<file path="config.mk">
export PLATFORM = sky130hd
export DESIGN_NAME = data_mem_arbiter
export DESIGN_NICKNAME = d
export VERILOG_FILES = /design/src/rtl/data_mem_arbiter.sv
export SDC_FILE = /design/constraint.sdc
export NUM_CORES = 1
export LEC_CHECK = 0
export CAP_MARGIN = 30
export CORE_MARGIN = 10
export CORE_UTILIZATION = 42
export CTS_BUF_LIST = sky130_fd_sc_hd__clkbuf_4 sky130_fd_sc_hd__clkbuf_8 sky130_fd_sc_hd__clkbuf_16
export CTS_CLUSTER_SIZE = 25
export DETAILED_ROUTE_END_ITERATION = 8
export PLACE_DENSITY = 0.89
export SYNTH_ARGS = -nofsm -noshare
export SYNTH_HDL_FRONTEND = slang
export SYNTH_SLANG_ARGS = --single-unit
</file>
<file path="constraint.sdc">
create_clock -name clk -period 2.4 [get_ports clk]
set_input_delay 0.72 -clock clk [delete_from_list [all_inputs] [get_ports clk]]
set_output_delay 0.72 -clock clk [all_outputs]
set_load 0.02 [all_outputs]
</file>
<file path="src/rtl/data_mem_arbiter.sv">
// Two-requester (core / debug loader) arbiter for a single-port data memory.
// One access per cycle, round-robin on ties, registered memory-side and
// grant outputs, per-port read-data registers with a one-cycle rvalid pulse.
module data_mem_arbiter #(
    parameter int ADDR_W = 8,
    parameter int DATA_W = 8
) (
    input  logic              clk,
    input  logic              rst,
    // core-side requester
    input  logic              cpu_req,
    input  logic              cpu_we,
    input  logic [ADDR_W-1:0] cpu_addr,
    input  logic [DATA_W-1:0] cpu_wdata,
    output logic              cpu_gnt,
    output logic              cpu_rvalid,
    output logic [DATA_W-1:0] cpu_rdata,
    // debug / loader requester
    input  logic              dbg_req,
    input  logic              dbg_we,
    input  logic [ADDR_W-1:0] dbg_addr,
    input  logic [DATA_W-1:0] dbg_wdata,
    output logic              dbg_gnt,
    output logic              dbg_rvalid,
    output logic [DATA_W-1:0] dbg_rdata,
    // shared memory
    output logic              mem_enable,
    output logic              mem_write,
    output logic [ADDR_W-1:0] mem_addr,
    output logic [DATA_W-1:0] mem_wdata,
    input  logic [DATA_W-1:0] mem_rdata,
    output logic              busy
);

    typedef enum logic [1:0] {
        IDLE    = 2'd0,
        CPU_ACC = 2'd1,
        DBG_ACC = 2'd2
    } state_t;

    state_t state;
    // set when the debug port won the most recent grant; reset value makes
    // the core win the first tie
    logic   last_dbg;

    logic cpu_elig;
    logic dbg_elig;
    logic pick_cpu;
    logic pick_dbg;

    // A port whose access is being performed this cycle has its request
    // consumed at the closing edge, so it cannot win that same edge.
    always_comb begin
        cpu_elig = cpu_req && (state != CPU_ACC);
        dbg_elig = dbg_req && (state != DBG_ACC);
        pick_cpu = cpu_elig && (!dbg_elig || last_dbg);
        pick_dbg = dbg_elig && !pick_cpu;
    end

    assign busy = (state != IDLE);

    // Arbitration FSM: latch the winner's access, drive memory and grants,
    // and complete the previous cycle's read into the owning port.
    always_ff @(posedge clk or negedge rst) begin
        if (!rst) begin
            state      <= IDLE;
            last_dbg   <= 1'b1;
            cpu_gnt    <= 1'b0;
            dbg_gnt    <= 1'b0;
            cpu_rvalid <= 1'b0;
            dbg_rvalid <= 1'b0;
            cpu_rdata  <= '0;
            dbg_rdata  <= '0;
            mem_enable <= 1'b0;
            mem_write  <= 1'b0;
            mem_addr   <= '0;
            mem_wdata  <= '0;
        end else begin
            // read completion: mem_write still holds the latched we here
            cpu_rvalid <= (state == CPU_ACC) && !mem_write;
            dbg_rvalid <= (state == DBG_ACC) && !mem_write;
            if ((state == CPU_ACC) && !mem_write)
                cpu_rdata <= mem_rdata;
            if ((state == DBG_ACC) && !mem_write)
                dbg_rdata <= mem_rdata;

            if (pick_cpu) begin
                state      <= CPU_ACC;
                last_dbg   <= 1'b0;
                cpu_gnt    <= 1'b1;
                dbg_gnt    <= 1'b0;
                mem_enable <= 1'b1;
                mem_write  <= cpu_we;
                mem_addr   <= cpu_addr;
                mem_wdata  <= cpu_wdata;
            end else if (pick_dbg) begin
                state      <= DBG_ACC;
                last_dbg   <= 1'b1;
                cpu_gnt    <= 1'b0;
                dbg_gnt    <= 1'b1;
                mem_enable <= 1'b1;
                mem_write  <= dbg_we;
                mem_addr   <= dbg_addr;
                mem_wdata  <= dbg_wdata;
            end else begin
                // address/data hold their last values while idle
                state      <= IDLE;
                cpu_gnt    <= 1'b0;
                dbg_gnt    <= 1'b0;
                mem_enable <= 1'b0;
                mem_write  <= 1'b0;
            end
        end
    end

endmodule

</file>
---- Word level (Yosys, flattened, before mapping) ----
Index checks and enable logic that the tools add are counted.
word-level totals
  register bits ........................... 41
  input bits .............................. 46
  output and inout port bits .............. 39
  logic and storage cells ................. 42
cells by class
  equality and inequality tests ........... 4
  multiplexer cells ....................... 14
  reductions and logical operators ........ 12
operators with widths
  operator                                                number
  two-way mux 8 bit                                       4
  two-way mux 1 bit                                       8
  logical AND 1 bit                                       6
  two-way mux 2 bit                                       2
  nonzero test 2 bit                                      2
  zero test 1 bit                                         3
  == test 2 x 1 -> 1 bit (second input constant)          1
  == test 2 bit (second input constant)                   1
  inequality test 2 x 1 -> 1 bit (second input constant)  1
  inequality test 2 bit (second input constant)           1
  logical OR 1 bit                                        1

---- Depth between registers and ports, before layout ----
  depth after elaboration ................. 9
  gate-level depth with buffers ........... 6
  mapped depth without buffers ............ 5

---- Least setup slack after synthesis ----
Ideal clock, no wire load.
  path type ............................... input port to flip-flop
  start ................................... in dbg_req
  end ..................................... reg mem_addr[2]
  setup time .............................. 0.126 ns
  arrival ................................. 1.529 ns
  required time ........................... 2.274 ns
  setup slack ............................. 0.745 ns
  stages .................................. 5
  path buffers ............................ 1
  path through ............................ a31oi_1 o21ai_2 inv_2 buf_6 a221o_1
between the ends
  word-level cells in the longest chain between the ends .. 7
  elaborated cells on any way between the ends .. 8
  classes of those cells .................. 1 x mux; 7 x reduce/logical
RTL lines
  element                              line  RTL
  from (decl)                          19    input logic dbg_req,
  logical AND 1 bit (*)                55    dbg_elig = dbg_req && (state != DBG_ACC);
  zero test 1 bit (*)                  56    pick_cpu = cpu_elig && (!dbg_elig || last_dbg);
  logical OR 1 bit (*)                 56
  logical AND 1 bit (*)                56
  via pick_cpu                         48    logic pick_cpu;
  zero test 1 bit                      57    pick_dbg = dbg_elig && !pick_cpu;
  logical AND 1 bit                    57
  nonzero test 2 bit (no source line)  n/a
  to (signal assigned)                 94    mem_addr <= cpu_addr;
  to (signal assigned)                 103   mem_addr <= dbg_addr;
  to (decl)                            29    output logic [ADDR_W-1:0] mem_addr,
The timed path passes the listed nets; every way through them passes the cells marked *.
A chain may end at the register's enable or synchronous reset.

---- Final worst setup path ----
  start ................................... reg state[0]
  end ..................................... out busy
between the ends
  word-level cells in the longest chain between the ends .. 1
RTL lines
  element                 line  RTL
  from (decl)             41    state_t state;
  from (signal assigned)  66    state <= IDLE;
  from (signal assigned)  88    state <= CPU_ACC;
  from (signal assigned)  97    state <= DBG_ACC;
  nonzero test 2 bit      60    assign busy = (state != IDLE);
  to (decl)               32    output logic busy
No other way between the ends.

==> metrics.md <==
| Metric | Value |
|---|---|
| Final hold violations | 0 |
| Slew Viols, Final | 0 |
| Worst-path fanout max | 7 |
| Final Net Count | 249 |
| Clock latency on the worst-skew pair | 0.29 ns |
| Final HPWL DP | 3.501 mm |
| Final Cycle Share | 96.55% |
| Hold Crit Class | reg -> reg |
| Vias | 1287 |
| Most frequent cells in the layout | 83 x clkdlybuf4s50_1, 38 x dfrtp_1, 16 x a221o_1 |
| Setup repair bufs after CTS | 0 |
| Clock sink count | 39 |
| Drt pass-1 iters | 4 |
| Gp weighted congestion | 0.6949 |
| Area grow syn2layout | 61.95% |
| Routed WL | 4.399 mm |
| Vias in the first global route | 1439 |
| Post-Syn Area | 1602 um^2 |
| Post-CTS Hold Fix Bufs | 0 |
| Arrival time at the worst endpoint | 1.60 ns |
| Relative slew slack | 46.65% |
| Worst Hold End | dbg_rdata[0]$_DFFE_PN0P_ |
| Setup crit end kind | primary output |
| Total GRT Usage | 13.35% |
| Pleak | 1.099 nW |
| Register bit count reported by yosys | 39 |
| Sequential area share after synthesis | 61.02% |
| Crit path max-delay cell type | clkdlybuf4s50_1 |
| Final min period | 2.317 ns |
| FMAX | 0.4315 GHz |
| Worst R2R Start | state[0]$_DFF_PN0_ |
| DRT antenna net count | 0 |
| Synth Flop Type | dfrtp_1 |
| Slew @ Worst Pin | 0.8002 ns |
| Setup TNS | 0 ns |
| Unrepaired setup endpoints after global routing | false |
| I/O pin count | 85 |
| Status | complete, no violations |
| First-pass GRT wire length | 6.893 mm |
| Syn Area/Cell | 13.93 um^2 |
| Clock root buffer master | clkbuf_8 |
| Starting Density | 43.75% |
| Antenna Cells | 0 |
| PwrDens | 1213 nW/um^2 |
| Core Region | 3661 um^2 |
| Post-synth EDFFs | 0 |
| WL per Instance | 17.46 um |
| Max-cap viol count | 0 |
| Starting DRT DRC Count | 44 |
| Placed cells | 244 |
| Width of the die | 81.75 um |
| Ys async rst share | 100.0% |
| Synth warnings | 0 |
| CTS buffer count | 5 |
| Reg-to-reg endpoint | mem_wdata[4]$_DFFE_PN0P_ |
| Post-cts sizing count | 0 |
| Final setup violation count | 0 |
| Initial antenna violation count | 0 |
| Clk_skew | 0.004954 ns |
| Row count | 22 |
| H-tree Lvls | 2 |
| Total gr overflow | 0 |
| Peak VDD IR | 563.4 uV |
| Count of different cell masters after synthesis | 25 |
| DR DRC count | 0 |
| Synth Instances | 115 |
| TritonCTS clock tree | built |
| Clk slew on worst S/H paths | 0.07 ns |
| Max stage delay on crit path | 0.55 ns |
| Reg2reg path depth | 3 |
| DR vias/cell | 5.107 |
| CP Launch Type | flip-flop |
| Worst path cell trace | or2_2 > clkdlybuf4s50_1 |
| WS Path Type | reg -> out |
| Share of cells above drive strength 1 | 16.18% |
| Die H | 81.75 um |
| Most common cell after layout, fill and taps aside | clkdlybuf4s50_1 |
| Maximum number of pins on one net before global-route repair | 40 |
| Flop2flop setup slack | 0.78 ns |
| Synthesized net count | 161 |
| Clock Path Buffers | 2 |
| Req. time, crit path | 1.68 ns |
| Die footprint | 6683 um^2 |
| Critical hold path startpoint | dbg_rdata[0]$_DFFE_PN0P_ |
| Fin cells | 252 |
| Hold path depth | 1 |
| IO Port Bufs | 84 |
-- cells in the mapped netlist (2+ instances only) --
cell type	number	area, um^2
nand2b_1	2	12.51
a21oi_1	3	15.01
nor2_2	2	12.51
a221o_1	16	160.2
dfrtp_1	38	950.9
and3_1	3	18.77
inv_2	2	7.510
and2_1	14	87.58
nor2_1	2	7.510
mux2_2	15	168.9
mux2_1	2	22.52
buf_2	2	10.01
inv_1	2	7.510
-- worst max-delay path, delay by kind of cell (launching register included) --
family        cells  cell delay [ns]
buf+inv           1             0.55
simple gates      1             0.31
flops             1             0.45
-- flip-flops by register name (all words and copies together) (netlist names) --
signal,count
mem_enable,1
cpu_rdata,8
last_dbg,1
mem_addr,8
cpu_rvalid,1
mem_wdata,8
dbg_rdata,8
state,1
mem_write,1
dbg_gnt,1
dbg_rvalid,1
-- routing by layer --
metal | track usage (%) | up-vias | routed length, um | share of wire, %
met5 | 0 | - | 0 | 0
met4 | 4.932 | 0 | 41 | 0.93
met3 | 9.170 | 6 | 733 | 17
met2 | 19.28 | 80 | 1805 | 41
met1 | 15.28 | 601 | 1818 | 41
li1 | - | 600 | - | -
-- through the flow --
stage               power [mW]  setup slack (ns)  instance area, um^2  utilization (%)  hold slack (ns)
floorplan                1.861            0.7447                 1602                -           0.4244
global placement         2.572            0.1019                 2476            67.64           0.4683
detailed placement       2.620         0.0001201                 2476            67.64           0.4947
CTS                      3.179           0.06541                 2594            70.85           0.5108
global route             3.315           0.03420                 2594            70.85           0.5189
finish                   3.145           0.08272                 2594            70.85           0.5074
-- cell type report --
class	instances	area [um^2]
fill	247	1067
inverter	4	15.01
clock buffer	6	82.58
tap	48	60.06
clock inverter	2	35.03
timing repair buffer	84	835.8
multi-input combinational	69	588.1
sequential	39	977.2
-- kinds of logic after synthesis --
group,synth area share [%]
and+or+nand+nor,10.00
buffers and inverters,2.266
DFF,61.02
AOI/OAI and AO/OA,14.14
muxes,12.58
-- how the worst max path moves through the flow --
stage | startpoint | cells after the start | endpoint
CTS | state[0]$_DFF_PN0_ | 2 | busy
floorplan | dbg_req | 5 | mem_addr[2]$_DFFE_PN0P_
global placement | dbg_req | 5 | mem_wdata[0]$_DFFE_PN0P_
finish | state[0]$_DFF_PN0_ | 2 | busy
detailed placement | dbg_req | 5 | mem_wdata[7]$_DFFE_PN0P_
global route | state[0]$_DFF_PN0_ | 2 | busy
-- power by group --
part           switching, mW  leakage (nW)  internal, mW
sequential             0.174         0.467         0.938
clock                  0.215        0.0612         0.336
combinational          0.702         0.571         0.780
(Power assumes the default switching activity.)
